## src/rtl/arith_pkg.sv

```systemverilog
// arith_pkg: shared constants and types for the multi-cycle arithmetic units
//   DIV_WIDTH   default divider operand width
//   div_state_t divider control states
//   count_w()   bits needed to hold an iteration count of 0..w
//   COUNT_W     iteration counter width at the default operand width
package arith_pkg;
    localparam int DIV_WIDTH = 32;
    typedef enum logic [1:0] {IDLE, RUN, DONE} div_state_t;
    function automatic int count_w(input int w);
        return $clog2(w + 1);
    endfunction
    localparam int COUNT_W = count_w(DIV_WIDTH);
endpackage

```

## src/rtl/div_step.sv

```systemverilog
// div_step: one restoring-division iteration (shift in a dividend bit, trial subtract)
//   rem      in  WIDTH+1  current partial remainder
//   quo_msb  in  1        next dividend bit to shift into the remainder
//   divisor  in  WIDTH    divisor
//   rem_next out WIDTH+1  partial remainder after this iteration
//   q_bit    out 1        quotient bit produced by this iteration
module div_step import arith_pkg::*; #(
    parameter int WIDTH = DIV_WIDTH
) (
    input  logic [WIDTH:0]   rem,
    input  logic             quo_msb,
    input  logic [WIDTH-1:0] divisor,
    output logic [WIDTH:0]   rem_next,
    output logic             q_bit
);
    logic [WIDTH:0] shifted, trial;
    assign shifted  = {rem[WIDTH-1:0], quo_msb};
    assign trial    = shifted - {1'b0, divisor};
    // A set rem MSB means the true shifted value exceeds WIDTH+1 bits, so the divisor always fits.
    assign q_bit    = ~trial[WIDTH] | rem[WIDTH];
    assign rem_next = q_bit ? trial : shifted;
endmodule

```

## src/rtl/seq_divider.sv

```systemverilog
// seq_divider: iterative unsigned restoring divider, one quotient bit per clock
//   clk          in  1      rising-edge clock
//   reset        in  1      asynchronous active-high reset
//   start        in  1      request, sampled only in IDLE or DONE
//   A, B         in  WIDTH  dividend / divisor, captured on an accepted start
//   busy         out 1      high while running
//   done         out 1      one-cycle pulse when Q/R/div_by_zero are updated
//   Q, R         out WIDTH  quotient / remainder, held until the next completion
//   div_by_zero  out 1      captured divisor was zero, held with Q/R
module seq_divider import arith_pkg::*; #(
    parameter int WIDTH = DIV_WIDTH
) (
    input  logic             clk,
    input  logic             reset,
    input  logic             start,
    input  logic [WIDTH-1:0] A,
    input  logic [WIDTH-1:0] B,
    output logic             busy,
    output logic             done,
    output logic [WIDTH-1:0] Q,
    output logic [WIDTH-1:0] R,
    output logic             div_by_zero
);
    localparam int CW = count_w(WIDTH);
    div_state_t       state;
    logic [WIDTH:0]   rem, rem_next;
    logic [WIDTH-1:0] quo, quo_next, divisor;
    logic [CW-1:0]    count;
    logic             q_bit;
    div_step #(.WIDTH(WIDTH)) u_step (
        .rem      (rem),
        .quo_msb  (quo[WIDTH-1]),
        .divisor  (divisor),
        .rem_next (rem_next),
        .q_bit    (q_bit)
    );
    assign quo_next = {quo[WIDTH-2:0], q_bit};
    always_ff @(posedge clk or posedge reset) begin
        if (reset) begin
            state       <= IDLE;
            busy        <= 1'b0;
            done        <= 1'b0;
            Q           <= '0;
            R           <= '0;
            div_by_zero <= 1'b0;
            rem         <= '0;
            quo         <= '0;
            divisor     <= '0;
            count       <= '0;
        end else begin
            done <= 1'b0;
            case (state)
                IDLE, DONE: begin
                    if (start) begin
                        divisor <= B;
                        quo     <= A;
                        rem     <= '0;
                        count   <= CW'(WIDTH);
                        state   <= RUN;
                        busy    <= 1'b1;
                    end else begin
                        state <= IDLE;
                        busy  <= 1'b0;
                    end
                end
                RUN: begin
                    if (divisor == '0) begin
                        // quo still holds the untouched dividend here
                        state       <= DONE;
                        busy        <= 1'b0;
                        done        <= 1'b1;
                        Q           <= '1;
                        R           <= quo;
                        div_by_zero <= 1'b1;
                    end else begin
                        rem   <= rem_next;
                        quo   <= quo_next;
                        count <= count - CW'(1);
                        if (count == CW'(1)) begin
                            state       <= DONE;
                            busy        <= 1'b0;
                            done        <= 1'b1;
                            Q           <= quo_next;
                            R           <= rem_next[WIDTH-1:0];
                            div_by_zero <= 1'b0;
                        end
                    end
                end
                default: begin
                    state <= IDLE;
                    busy  <= 1'b0;
                end
            endcase
        end
    end
endmodule

```

## config.mk

```make
export PLATFORM = sky130hd
export DESIGN_NAME = seq_divider
export DESIGN_NICKNAME = d
export VERILOG_FILES = /design/src/rtl/arith_pkg.sv /design/src/rtl/div_step.sv /design/src/rtl/seq_divider.sv
export SDC_FILE = /design/constraint.sdc
export NUM_CORES = 1
export LEC_CHECK = 0
export BUFFER_PORTS_ARGS = -buffer_cell sky130_fd_sc_hd__clkbuf_2
export CAP_MARGIN = 40
export CORE_MARGIN = 2
export CORE_UTILIZATION = 58
export DETAILED_ROUTE_END_ITERATION = 8
export PLACE_DENSITY = 0.79
export SYNTH_ARGS = -nofsm -noshare
export SYNTH_HDL_FRONTEND = slang
export SYNTH_HIERARCHICAL = 1
export SYNTH_SLANG_ARGS = --single-unit
```

## constraint.sdc

```tcl
create_clock -name clk -period 6.62 [get_ports clk]
set_clock_uncertainty 0.2 [all_clocks]
set_input_delay 0 -clock clk [delete_from_list [all_inputs] [get_ports clk]]
set_output_delay 0 -clock clk [all_outputs]
set_load 0.1 [all_outputs]
```

==> results.ini <==
[synth]
synth_top_area_share_pct = 45.6
yosys.area_share.adder_pct = 4.71
synth_nets = 1170
yosys-mux-area-fraction_pct = 5.52
yosys-top-cells-area = dfrtp_1, nand2_1, a21oi_1, ha_1, o22ai_1
synth_top_family_by_area = simple AND/OR/NAND/NOR gates
synth-simple-area-share_pct = 20.3
syn_avg_cell_area_um2 = 8.85
yosys_warnings = 6
synthTopCellsByCount = nand2_1, dfrtp_1, a21oi_1
synth_compound_area_share_pct = 16.1
yosysSeqAreaShare_pct = 45.6
synthCells = 1068
ys_types = 65
yosysMostFrequentCell = nand2_1
syn_area_mm2 = 0.00945
synth_top_area_cell = dfrtp_1
synth_edf_count = 0
synth-xor-area-share_pct = 2.50
ys_ff_latch = 172
async_reset_ff_share_pct = 100
ys.flop_type = dfrtp_1

[global_routing]
grt_max_degree = 84
global_route.overflow_total = 0
grt.total_usage_pct = 31.5
grt_pass1_vias = 8502
grt_pass1_wl_um = 43800
antenna_found_initial = 0

[critical_path]
cp-start-kind = register
critical_path.endpoint_type = register
critPathMaxStageDelay_ns = 0.55
worst-endpoint-arrival_ns = 4.68
cp_slowest_cell = mux2i_4
crit_chain = inv_1, ha_1, fa_1, and2b_1, o211ai_1, a21boi_1, o21ai_1, o41a_4, o21ai_2, a221oi_4, mux2i_4, buf_16, buf_4, mux2_4, o22ai_1, a21oi_1
cp.required_ns = 6.71
crit_path_max_fanout = 17
crit_type = register to register

[routing]
drc = 0
vias = 8765
dr.pass1.iters = 5
drt_iter0_markers = 858
totalWireLength_um = 27000
postRouteAntennaNets = 0
routedWlPerCell_um = 18.2
viasPerCell = 5.91

[cts]
clock-sinks = 172
clk_pin_slew_worst_paths_ns = 0.07
numCtsBuffers = 17
cts_resized = 0
cts_root_buf = clkbuf_16
htree_levels = 4
clk_path_buf_depth = 2
clk_latency_ns = 0.44
cts_tree = built

[final_layout]
final_cell_area_mm2 = 0.0118
fillers = 1155
synthToLayoutAreaGrowth_pct = 25.0
antenna_cells = 0
final_nets = 1356
drive_gt1_share_pct = 17.5
final-seq-area_mm2 = 0.00430
multi_input_area_mm2 = 0.00469

[timing]
fin_tns_setup_ns = 0
fmax_mhz = 218
slew_violations = 0
period_minus_slack_ns = 4.59
tightest_slew_ns = 0.800
worst_slack_ns = 2.03
setup_viol = 0
fin_crit_sh_pct = 69.4
relSlewSlack_pct = 46.7
hold_viol = 0
worst_hold_slack_ns = 0.0884
rsz0062_at_grt = false

[outcome]
status = completed

[die]
num_rows = 46
die_h_um = 132
dieWidth_um = 132
num_io_pins = 134
start_util_pct = 59.5
die_area_mm2 = 0.0173
core-area_mm2 = 0.0159

[placed_design]
dp_hpwl_um = 17000
port_buffers = 133
place_area_mm2 = 0.0103
gp_congestion = 0.888
place_ws_ns = 2.11

[run]
max-cap-violations = 0

[worst_hold_path]
hold_path.class = primary input to register

-- what timing repair did --
| item | 4_1_cts | 5_1_grt |
|---|---|---|
| hold buffers | 82 | 0 |
| setup endpoints to repair | 0 | 0 |
| setup buffers | 0 | 0 |
| endpoints found under the hold margin | 237 | 0 |
-- layout make-up --
class	count	share of cell area, %
clock buffers	18	3.72
clock inverters	14	1.75
multi-input cells	788	39.7
well taps	216	2.29
flip-flops and latches	172	36.4
inverters	46	1.50
repair buffers	229	14.6
-- cells by family after synthesis --
kind of cell / after synthesis
simple gates: 446
compound gates: 242
flops: 172
buf+inv: 108
mux: 38
fa+ha+maj: 35
xor+xnor: 27
-- metal layers --
layer / track usage [%] / share of wire, % / vias to the layer above / routed length, um
li1: - / - / 4082 / -
met5: 0 / 0 / - / 0
met1: 44.0 / 44 / 4162 / 11900
met2: 49.5 / 46 / 461 / 12400
met4: 10.7 / 2.2 / 0 / 593
met3: 6.06 / 7.7 / 60 / 2090
-- worst max-delay path, delay by kind of cell, from the launching register on --
family	cells	cell delay, ns
AO/OA/AOI/OAI	8	1.51
AND/OR/NAND/NOR	1	0.23
flip-flops	1	0.41
multiplexers	2	0.88
buffers and inverters	3	0.57
adder cells (fa/ha/maj)	2	0.63
-- flip-flops by register name, summed over array words and instances, names as in the netlist --
register / count
Q: 32
R: 32
busy: 1
count: 6
div_by_zero: 1
divisor: 32
done: 1
quo: 32
rem: 33
state: 2
-- path summary, 6_finish.rpt --
| path | start | to | slack [ns] | depth (start not counted) |
|---|---|---|---|---|
| max | quo[31] | R[14] | 2.03 | 16 |
| max reg2reg | quo[31] | R[14] | 2.03 | 16 |
| max in group asynchronous | reset | R[28] | 4.68 | 5 |
| min | B[25] | divisor[25] | 0.09 | 4 |
| min reg2reg | div_by_zero | div_by_zero | 0.29 | 2 |
| min in group asynchronous | reset | div_by_zero | 0.44 | 4 |
-- stage by stage --
step	cells	utilization [%]
6_report	1483	74.4
5_1_grt	1483	74.4
4_1_cts	1483	74.4
3_5_place_dp	1369	65.1
3_3_place_gp	1361	63.9
2_1_floorplan	1068	-
-- layout by cell type, fill, tap and decap left out, types with 3 or more instances in the layout --
cell type	n
dlygate4sd3_1	82
a31oi_1	4
o22a_1	5
clkbuf_16	17
nor2_1	81
ha_1	34
buf_4	6
o21a_1	6
dfrtp_1	172
nor3_1	5
nand2b_1	3
nor2b_1	8
nand4_1	5
nand2_1	243
mux2i_1	9
mux2_2	3
xor2_1	9
o21ai_0	23
and3_1	3
xnor2_1	18
nor4_1	9
a21oi_1	90
o21bai_1	3
inv_1	45
nand3_1	71
inv_6	4
a21o_1	15
clkbuf_2	133
mux2_4	25
bufinv_16	4
o211a_1	3
and4_1	4
buf_16	5
o2111ai_1	3
o22ai_1	65
Power is left out: the tool's default activity adds up to more than one toggle a clock period on the data nets, which glitch-free logic cannot reach.
